==> config.mk <==
export PLATFORM = sky130hd
export DESIGN_NAME = uart_rx_fabric
export DESIGN_NICKNAME = d
export VERILOG_FILES = /design/src/rtl/uart_pkg.sv /design/src/rtl/sync2.sv /design/src/rtl/uart_rx_fabric.sv
export SDC_FILE = /design/constraint.sdc
export NUM_CORES = 1
export LEC_CHECK = 0
export CORE_MARGIN = 1.5
export CORE_UTILIZATION = 35
export DETAILED_ROUTE_END_ITERATION = 6
export DONT_BUFFER_PORTS = 1
export GPL_TIMING_DRIVEN = 0
export HOLD_SLACK_MARGIN = 0.08
export PLACE_DENSITY_LB_ADDON = 0.25
export SLEW_MARGIN = 20
export SYNTH_ARGS = -nofsm -noshare
export SYNTH_HDL_FRONTEND = slang
export SYNTH_SLANG_ARGS = --single-unit
==> constraint.sdc <==
create_clock -name clk_clk -period 1.64 [get_ports clk_clk]
set_input_delay 0.082 -clock clk_clk [delete_from_list [all_inputs] [get_ports clk_clk]]
set_output_delay 0.082 -clock clk_clk [all_outputs]
set_load 0.02 [all_outputs]
==> src/rtl/uart_pkg.sv <==
// uart_pkg: shared receiver state encoding and bit-period helper.
package uart_pkg;

    typedef enum logic [2:0] {
        S_IDLE,
        S_START,
        S_DATA,
        S_STOP,
        S_BREAK
    } state_t;

    // Clocks per bit, rounded to nearest.
    function automatic int bit_clks(input int clk_hz, input int baud);
        return (clk_hz + baud / 2) / baud;
    endfunction

endpackage

==> src/rtl/sync2.sv <==
// sync2: two-flop synchronizer with a parameterised reset value.
module sync2 #(
    parameter logic RST_VAL = 1'b1
) (
    input  logic clk,
    input  logic rst,
    input  logic d,
    output logic q
);

    logic meta;

    always_ff @(posedge clk) begin
        if (rst) begin
            meta <= RST_VAL;
            q    <= RST_VAL;
        end else begin
            meta <= d;
            q    <= meta;
        end
    end

endmodule

==> src/rtl/uart_rx_fabric.sv <==
// uart_rx_fabric: 8N1 UART receiver with a one-byte valid/ready holding register.
module uart_rx_fabric
    import uart_pkg::*;
#(
    parameter int CLK_HZ   = 50000000,
    parameter int BAUD     = 115200,
    parameter int BIT_CLKS = bit_clks(CLK_HZ, BAUD)
) (
    input  logic       clk_clk,
    input  logic       reset_reset,
    input  logic       uart_rxd,
    output logic [7:0] rx_data,
    output logic       rx_valid,
    input  logic       rx_ready,
    output logic       frame_err,
    output logic       overrun
);

    localparam int CW = $clog2(BIT_CLKS);
    localparam logic [CW-1:0] HALF_LAST = CW'(BIT_CLKS / 2 - 1);
    localparam logic [CW-1:0] FULL_LAST = CW'(BIT_CLKS - 1);

    generate
        if (BIT_CLKS < 4) begin : g_bit_clks_check
            $error("uart_rx_fabric: BIT_CLKS must be at least 4");
        end
    endgenerate

    logic          rxs;
    state_t        state, state_nxt;
    logic [CW-1:0] cnt, cnt_nxt;
    logic [2:0]    bit_idx, bit_idx_nxt;
    logic [7:0]    shreg, shreg_nxt;
    logic          done, bad_stop;

    sync2 #(.RST_VAL(1'b1)) u_sync (
        .clk(clk_clk),
        .rst(reset_reset),
        .d  (uart_rxd),
        .q  (rxs)
    );

    always_comb begin
        state_nxt   = state;
        cnt_nxt     = cnt;
        bit_idx_nxt = bit_idx;
        shreg_nxt   = shreg;
        done        = 1'b0;
        bad_stop    = 1'b0;
        case (state)
            S_IDLE: begin
                if (!rxs) begin
                    state_nxt = S_START;
                    cnt_nxt   = '0;
                end
            end
            S_START: begin
                if (cnt == HALF_LAST) begin
                    // A start bit that is high again at its centre was a glitch.
                    state_nxt   = rxs ? S_IDLE : S_DATA;
                    cnt_nxt     = '0;
                    bit_idx_nxt = '0;
                end else begin
                    cnt_nxt = cnt + 1'b1;
                end
            end
            S_DATA: begin
                if (cnt == FULL_LAST) begin
                    shreg_nxt   = {rxs, shreg[7:1]};
                    cnt_nxt     = '0;
                    bit_idx_nxt = bit_idx + 3'd1;
                    state_nxt   = (bit_idx == 3'd7) ? S_STOP : S_DATA;
                end else begin
                    cnt_nxt = cnt + 1'b1;
                end
            end
            S_STOP: begin
                if (cnt == FULL_LAST) begin
                    done      = rxs;
                    bad_stop  = !rxs;
                    state_nxt = rxs ? S_IDLE : S_BREAK;
                    cnt_nxt   = '0;
                end else begin
                    cnt_nxt = cnt + 1'b1;
                end
            end
            S_BREAK: begin
                state_nxt = rxs ? S_IDLE : S_BREAK;
            end
            default: begin
                state_nxt = S_IDLE;
            end
        endcase
    end

    always_ff @(posedge clk_clk) begin
        if (reset_reset) begin
            state     <= S_IDLE;
            cnt       <= '0;
            bit_idx   <= '0;
            shreg     <= '0;
            rx_data   <= '0;
            rx_valid  <= 1'b0;
            frame_err <= 1'b0;
            overrun   <= 1'b0;
        end else begin
            state     <= state_nxt;
            cnt       <= cnt_nxt;
            bit_idx   <= bit_idx_nxt;
            shreg     <= shreg_nxt;
            frame_err <= bad_stop;
            overrun   <= done && rx_valid && !rx_ready;
            // A completing byte may replace the held one only when it is being taken.
            if (done && (!rx_valid || rx_ready)) begin
                rx_data  <= shreg;
                rx_valid <= 1'b1;
            end else if (rx_valid && rx_ready) begin
                rx_valid <= 1'b0;
            end
        end
    end

endmodule

==> impl_metrics.toml, run 1 <==
[synth]
ys.flop_type = "dfxtp_1"
synth_top_area_share_pct = 44.5
synth_edf_count = 0
ys_seq_area_share_pct = 44.5
yosysTopAreaCell = "dfxtp_1"
synthCells = 179
asyncSetResetFlopFracSynth_pct = 0
syn_nets = 188
ys_ff_latch = 36
synth_area_leaders = "dfxtp_1 45%, mux2i_1 9.9%, nor2_1 4.9%"
synth.top_cells.by_count = "36 x dfxtp_1, 21 x nor2_1, 16 x mux2i_1"
ys_types = 40
ys_warn_count = 0
synth_area_sq_mm = 0.00162
synth_most_common_cell = "dfxtp_1"
syn_area_per_cell_sq_um = 9.04

[sta]
hold_slack_ns = 0.239
worst_pin_slew_ns = 0.553
setup-violations-final = 30
fin_crit_ns = 1.79
max_freq_ghz = 0.560
fin_skew_ns = 0.00298
rsz0062_at_grt = "true"
hold_viol = 0
relSlewSlack_pct = 63.2
period_share_pct = 109
drv_slew = 0
setup_slack_ns = -0.147

[cts]
clkTransAtPathRegs_ns = 0.07
cts_buffers = 5
clk_latency_ns = 0.28
cts_max_level = 2
clk_path_buf_depth = 2
clock-sinks = 36
cts_tree = "done"
root_buffer = "clkbuf_8"

[min_path]
hp-class = "in -> reg"

[route]
route.detailed.drc = 0
vias = 1348
drtPass1Iterations = 4
antenna_left = 0
wl_per_cell_um = 14.7
drtIter0Drc = 59
routed_wl_mm = 3.61
avgViaCountPerCell = 5.48

[placement]
dp_hpwl_mm = 2.33
numPortBuffers = 0
place_ws_ns = -0.272
placed_area_sq_mm = 0.00171
place_congestion = 0.793

[cells_and_area]
diodes = 0
fin_area_sq_mm = 0.00197
drive_gt1_share_pct = 21.1
ff_latch_area_sq_um = 734
n_fill_cell = 422
syn2layout_area_growth_pct = 21.6
finish.utilization_pct = 44.6
nets = 202
multiInputGateArea_sq_um = 896

[run]
maxCapViolCount = 0

[grt]
grt_pass1_vias = 1270
grt_usage_pct = 14.7
antenna_found_initial = 0
grt_pass1_wl_mm = 5.83
grt_max_degree = 13
gr-total-overflow = 0

[critical_path]
crit_type = "reg -> reg"
crit_path_top_delay_cell = "or4b_4"
r2r_start = "cnt[3]"
worstRegToRegCells = 5
worstSetupStartpoint = "cnt[3]"
r2r-end = "cnt[7]"
cp_max_fo = 10
ff2ff_setup_slack_ns = -0.15
cp-start-kind = "flop"
crit_end = "cnt[7]"
cp_num_buf_inv = 1
max_stage_delay_ns = 0.60
cp.required_ns = 1.79
worstPathArrival_ns = 1.94
crit_path_cell_trace = "or4b_4, o211a_1, buf_8, o22ai_1, a21oi_1"
cp_top_family = "simple AND/OR/NAND/NOR gates"
endpoint_kind = "flop"
cp_num_cells = 5

[power]
p_leak_nw = 0.721
ir_worst_vdd_v = 0.000588
power_density_mw_per_mm2 = 1130

[outcome]
outcome = "finished, violations left"
violations = "setup timing"

[floorplanning]
fp.dieH_um = 71.0
dieWidth_um = 71.0
row_count = 24
die_area_sq_mm = 0.00504
pin_count = 15
initial_core_util_pct = 36.7
core_region_area_sq_mm = 0.00441
-- flip-flops by register name (all words and copies together) (netlist names) --
name,cells
cnt,9
state,3
shreg,8
u_sync.meta,1
u_sync.q,1
rx_valid,1
frame_err,1
bit_idx,3
rx_data,8
overrun,1
-- worst min path at each step --
stage	start	to	slack (ns)	cells past startpoint
after floorplan	uart_rxd	u_sync.meta	0.19	1
after global placement	uart_rxd	u_sync.meta	0.19	1
after detailed placement	uart_rxd	u_sync.meta	0.19	1
after CTS	reset_reset	state[1]	0.23	2
after global routing	reset_reset	state[1]	0.30	2
final	reset_reset	state[1]	0.24	2
-- metrics by stage --
| step | total power, mW | cells | setup TNS, ns |
|---|---|---|---|
| final | 2.23 | 246 | -3.46 |
| after global routing | 2.34 | 246 | -5.64 |
| after CTS | 2.17 | 246 | -3.33 |
| after detailed placement | 1.38 | 231 | -6.78 |
| after global placement | 1.37 | 231 | -6.19 |
| after floorplan | 1.29 | 179 | -0.522 |
-- cell usage in the layout, fill, tap and decap left out, types with 4 or more instances in the layout --
master	count
nor2_1	21
o22ai_1	5
a21oi_1	14
buf_4	6
nor3_1	6
dfxtp_1	31
clkbuf_1	5
clkbuf_8	5
mux2i_1	16
nand2_1	12
ha_1	4
-- power breakdown --
part           switching, mW  total (mW)  internal [mW]
Clock                  0.318       0.768          0.450
Sequential            0.0617       0.971          0.910
Combinational          0.273       0.492          0.218
Total                  0.653        2.23           1.58
-- layout make-up --
cell class,count,area share (%)
buffer,10,3.43
clock buffer,5,3.49
clock inverter,3,2.16
inverter,5,0.953
multi-input combinational,126,45.5
sequential,36,37.3
tap,52,3.30
timing repair buffer,9,3.88
-- timing repair --
item	in CTS	in global routing
endpoints found under the setup margin	30	30
hold buffers	2	0
buffers inserted	4	2
pin swaps	4	6
gates cloned	1	0
resized for setup	12	15
endpoints found under the hold margin	3	0
-- kinds of logic after synthesis --
family          share of synthesized area (%)
compound gates                           13.6
buf+inv                                  4.64
flops                                    44.5
mux                                      9.89
simple gates                             23.5
fa+ha+maj                                3.86
-- per-layer routing --
metal | up-vias | global-route usage [%] | share of wire [%]
li1 | 666 | - | -
met1 | 627 | 18.8 | 46
met2 | 46 | 22.7 | 47
met3 | 9 | 4.42 | 5.2
met4 | 0 | 6.71 | 1.5
met5 | - | 0 | 0
Note: power is estimated with default switching activity, not from simulation.
==> run 2, diff against run 1 <==
--- a/config.mk
+++ b/config.mk
@@ -11,8 +11,8 @@
 export DONT_BUFFER_PORTS = 1
 export GPL_TIMING_DRIVEN = 0
 export HOLD_SLACK_MARGIN = 0.08
-export PLACE_DENSITY_LB_ADDON = 0.25
-export SLEW_MARGIN = 20
+export PLACE_DENSITY = 0.57
+export SLEW_MARGIN = 0
 export SYNTH_ARGS = -nofsm -noshare
 export SYNTH_HDL_FRONTEND = slang
 export SYNTH_SLANG_ARGS = --single-unit
==> impl_metrics.toml, run 2 (synthesized netlist as in run 1, its figures left out) <==
[min_path]
hp-class = "in -> reg"

[power]
p_leak_nw = 0.771
power_density_mw_per_mm2 = 1150
ir_worst_vdd_v = 0.000680
power.total_mw = 2.32

[grt]
met1_usage_pct = 18.2
met3_usage_pct = 4.84
grt_pass1_wl_mm = 5.79
antenna_found_initial = 0
grt_usage_pct = 14.6
met2_usage_pct = 24.2
grt_busiest_layer = "met2"
gr-total-overflow = 0
grt_max_degree = 12
grt_pass1_vias = 1284

[floorplanning]
pin_count = 15
dieWidth_um = 71.0
row_count = 24
initial_core_util_pct = 36.7
core_region_area_sq_mm = 0.00441
fp.dieH_um = 71.0
die_area_sq_mm = 0.00504

[critical_path]
cp-start-kind = "flop"
cp.required_ns = 1.80
worstPathArrival_ns = 1.96
crit_type = "reg -> reg"
cp_max_fo = 8
endpoint_kind = "flop"

[placement]
dp.cells = 231
place_congestion = 0.803
dp_hpwl_mm = 2.28
place_ws_ns = -0.275
numPortBuffers = 0

[run]
maxCapViolCount = 0

[cts]
clk_path_buf_depth = 2
clk_latency_ns = 0.28
cts_max_level = 2
clkTransAtPathRegs_ns = 0.07
cts_buffers = 5
root_buffer = "clkbuf_8"
cts_tree = "done"
clock-sinks = 36

[cells_and_area]
diodes = 0
fin_cells = 244
nets = 200
final_common_cell = "dfxtp_1"
largest_reg_flops = 9
largestRegisters = "cnt: 9 flops, rx_data: 8 flops, shreg: 8 flops"
n_fill_cell = 434
syn2layout_area_growth_pct = 24.6
drive_gt1_share_pct = 22.4
ff_latch_area_sq_um = 731
multiInputGateArea_sq_um = 951
top_register = "cnt"
final_cell_mix = "32 x dfxtp_1, 21 x nor2_1, 16 x mux2i_1, 14 x a21oi_1, 12 x nand2_1"

[outcome]
violations = "setup timing"
outcome = "finished, violations left"

[sta]
worst_pin_slew_ns = 0.510
drv_slew = 0
max_freq_ghz = 0.557
rsz0062_at_grt = "true"
fin_skew_ns = 0.00413
hold_viol = 0
setup_slack_ns = -0.156
fin_crit_ns = 1.80
period_share_pct = 110
setup-violations-final = 30
hold_slack_ns = 0.258
relSlewSlack_pct = 66.0

[route]
avgViaCountPerCell = 5.24
antenna_left = 0
drtPass1Iterations = 4
drtIter0Drc = 56
route.detailed.drc = 0
routed_wl_mm = 3.48
wl_per_cell_um = 14.3
vias = 1279
-- run 2: changes by cell type in the layout (fill, tap and decap cells not counted), sizes merged --
cell      delta
clkbuf       -1
clkinvlp     -1
-- run 2: routing by layer --
layer	share of wire (%)	vias up
li1	-	660
met1	48	598
met4	1.1	0
met2	47	17
met5	0	-
met3	3.7	4
-- run 2: worst paths after layout --
check	cells after the start	slack, ns	end	start
worst max register to register	5	-0.16	rx_data[5]	cnt[6]
worst max-delay path	5	-0.16	rx_data[5]	cnt[6]
worst min-delay path	2	0.26	state[1]	reset_reset
worst min register to register	1	0.41	u_sync.q	u_sync.meta
-- run 2: critical path: stages, from the launching register on --
cell	delay, ns
dfxtp_1	0.37
or4b_4	0.57
nor4b_4	0.26
buf_6	0.20
mux2i_1	0.21
nor2_1	0.05
-- run 2: through the flow --
stage	util [%]	instance area (sq um)	setup TNS [ns]
final	45.7	2020	-2.82
after global routing	45.7	2020	-5.16
after CTS	44.3	1960	-3.41
after detailed placement	38.7	1710	-6.87
after global placement	38.7	1710	-6.11
after floorplan	-	1640	-0.522
-- run 2: power breakdown --
group,total [mW],internal [mW],switching [mW]
registers,0.976,0.911,0.0651
clock network,0.762,0.451,0.311
logic,0.581,0.263,0.318
total,2.32,1.62,0.694
-- run 2: area by class of cell --
| type | count | share of cell area (%) |
|---|---|---|
| flip-flops and latches | 36 | 36.2 |
| clock buffers | 6 | 3.60 |
| multi-input cells | 126 | 47.1 |
| well taps | 52 | 3.23 |
| clock inverters | 2 | 1.74 |
| inverters | 5 | 0.931 |
| plain buffers | 9 | 3.35 |
| repair buffers | 8 | 3.78 |
-- run 2: what timing repair did --
item	in CTS	in global routing
cloned	2	0
hold buffers	2	0
endpoints found under the setup margin	30	31
hold endpoints to repair	3	0
pin swaps	15	4
gates resized for setup	19	16
setup buffers	3	1
==> run 3, diff against run 2 <==
--- a/config.mk
+++ b/config.mk
@@ -15,4 +15,5 @@
 export SLEW_MARGIN = 0
 export SYNTH_ARGS = -nofsm -noshare
 export SYNTH_HDL_FRONTEND = slang
+export SYNTH_HIERARCHICAL = 1
 export SYNTH_SLANG_ARGS = --single-unit
==> impl_metrics.toml, run 3 <==
[cells_and_area]
fin_area_sq_mm = 0.00201
final_common_cell = "dfxtp_1"
multiInputGateArea_sq_um = 906
diodes = 0
ff_latch_area_sq_um = 738
drive_gt1_share_pct = 23.2
fin_cells = 250
largest_reg_flops = 9
final_cell_mix = "28 x dfxtp_1, 22 x nor2_1, 15 x mux2i_1, 14 x a21oi_1, 12 x nand2_1"
largestRegisters = "cnt: 9 flops, rx_data: 8 flops, shreg: 8 flops"
syn2layout_area_growth_pct = 25.3
nets = 206
top_register = "cnt"
n_fill_cell = 434

[route]
avgViaCountPerCell = 5.44
drtIter0Drc = 103
drtPass1Iterations = 4
antenna_left = 0
routed_wl_mm = 3.71
route.detailed.drc = 0
vias = 1360
wl_per_cell_um = 14.8

[grt]
grt_usage_pct = 15.6
grt_max_degree = 13
grt_pass1_wl_mm = 6.21
grt_pass1_vias = 1350
gr-total-overflow = 0
antenna_found_initial = 0

[floorplanning]
core_region_area_sq_mm = 0.00438
pin_count = 15
fp.dieH_um = 70.7
die_area_sq_mm = 0.00500
row_count = 24
dieWidth_um = 70.7
initial_core_util_pct = 36.6

[critical_path]
cp-start-kind = "flop"
worstPathArrival_ns = 2.03
worstRegToRegCells = 5
ff2ff_setup_slack_ns = -0.23
r2r-end = "rx_data[5]"
cp.required_ns = 1.81
cp_max_fo = 8
crit_type = "reg -> reg"
endpoint_kind = "flop"
r2r_start = "cnt[2]"

[sta]
fin_skew_ns = 0.00489
rsz0062_at_grt = "true"
worst_pin_slew_ns = 0.560
setup-violations-final = 33
setup_slack_ns = -0.226
drv_slew = 0
period_share_pct = 114
finalSetupTns_ns = -4.29
hold_viol = 0
fin_crit_ns = 1.87
relSlewSlack_pct = 62.6
max_freq_ghz = 0.536

[placement]
placed_area_sq_mm = 0.00169
place_congestion = 0.788
dp_hpwl_mm = 2.36
place_ws_ns = -0.370
dp.cells = 233
numPortBuffers = 0

[run]
maxCapViolCount = 0

[cts]
cts_buffers = 5
root_buffer = "clkbuf_8"
cts_max_level = 2
clock-sinks = 36
clkTransAtPathRegs_ns = 0.07
clk_latency_ns = 0.29
clk_path_buf_depth = 2
cts_tree = "done"

[synth]
synth_most_common_cell = "dfxtp_1"
ys_seq_area_share_pct = 44.9
synth.top_cells.by_count = "36 x dfxtp_1, 22 x nor2_1, 16 x mux2i_1"
syn_nets = 190
ys.flop_type = "dfxtp_1"
synth_area_sq_mm = 0.00161
synth_edf_count = 0
synthCells = 181
asyncSetResetFlopFracSynth_pct = 0
yosysTopAreaCell = "dfxtp_1"
syn_area_per_cell_sq_um = 8.87
synth_area_leaders = "dfxtp_1 45%, mux2i_1 10%, nor2_1 5.1%"
synth_top_area_share_pct = 44.9
ys_ff_latch = 36
ys_warn_count = 6
ys_types = 38

[min_path]
hold_depth = 2
min-delay-start = "reset_reset"
hp-class = "in -> reg"
hold_path_end = "overrun"

[power]
power_density_mw_per_mm2 = 844
ir_worst_vdd_v = 0.000445
p_leak_nw = 0.752
power.total_mw = 1.70

[outcome]
outcome = "finished, violations left"
violations = "setup timing"
[run 3: logic make-up after synthesis]
| family | Yosys count | share of synthesized area, % |
|---|---|---|
| and+or+nand+nor | 74 | 24.6 |
| muxes | 16 | 9.98 |
| buffers and inverters | 17 | 4.13 |
| DFF | 36 | 44.9 |
| AOI/OAI and AO/OA | 33 | 12.5 |
| adders and majority gates | 5 | 3.90 |
[run 3: layout make-up]
class | count | share of cell area (%)
clock buffers | 5 | 3.42
plain buffers | 10 | 3.36
clock inverters | 3 | 2.12
flip-flops and latches | 36 | 36.7
well taps | 52 | 3.24
multi-input cells | 128 | 45.1
repair buffers | 12 | 5.23
inverters | 4 | 0.871
[run 3: how the worst max path moves through the flow]
stage	endpoint	cells after the start	startpoint
after global routing	rx_data[5]	5	cnt[2]
final	rx_data[5]	5	cnt[2]
after CTS	rx_data[5]	5	cnt[2]
after global placement	state[0]	6	state[0]
after detailed placement	cnt[3]	6	state[0]
after floorplan	state[0]	4	cnt[3]
[run 3: repair_timing]
item                                   in CTS  in global routing
resized for setup                          21                 18
buffers inserted                            6                  2
setup endpoints to repair                  30                 34
hold buffers                                3                  0
pin swaps                                   7                  5
gates cloned                                1                  0
endpoints found under the hold margin       4                  0
[run 3: routing by layer]
layer | GRT usage [%] | wire length (um)
met1 | 19.8 | 1730
met2 | 24.9 | 1750
met3 | 4.42 | 186
met4 | 6.92 | 37
met5 | 0 | 0
[run 3: where the power goes]
| part | internal, mW | switching, mW |
|---|---|---|
| Combinational | 0.0177 | 0.0302 |
| Sequential | 0.873 | 0.00515 |
| Clock | 0.449 | 0.322 |
| Total | 1.34 | 0.357 |
[run 3: critical path: stages (launching register included)]
cell     delay (ns)
dfxtp_4        0.35
or4b_4         0.59
nor4b_4        0.31
buf_6          0.20
mux2i_2        0.22
nor2_1         0.06
[run 3: stage by stage]
step           hold WS (ns)  utilization, %
4_1_cts               0.153            44.6
6_report              0.172            45.9
3_3_place_gp          0.183            38.6
3_5_place_dp          0.187            38.6
2_1_floorplan         0.179               -
5_1_grt               0.196            45.9
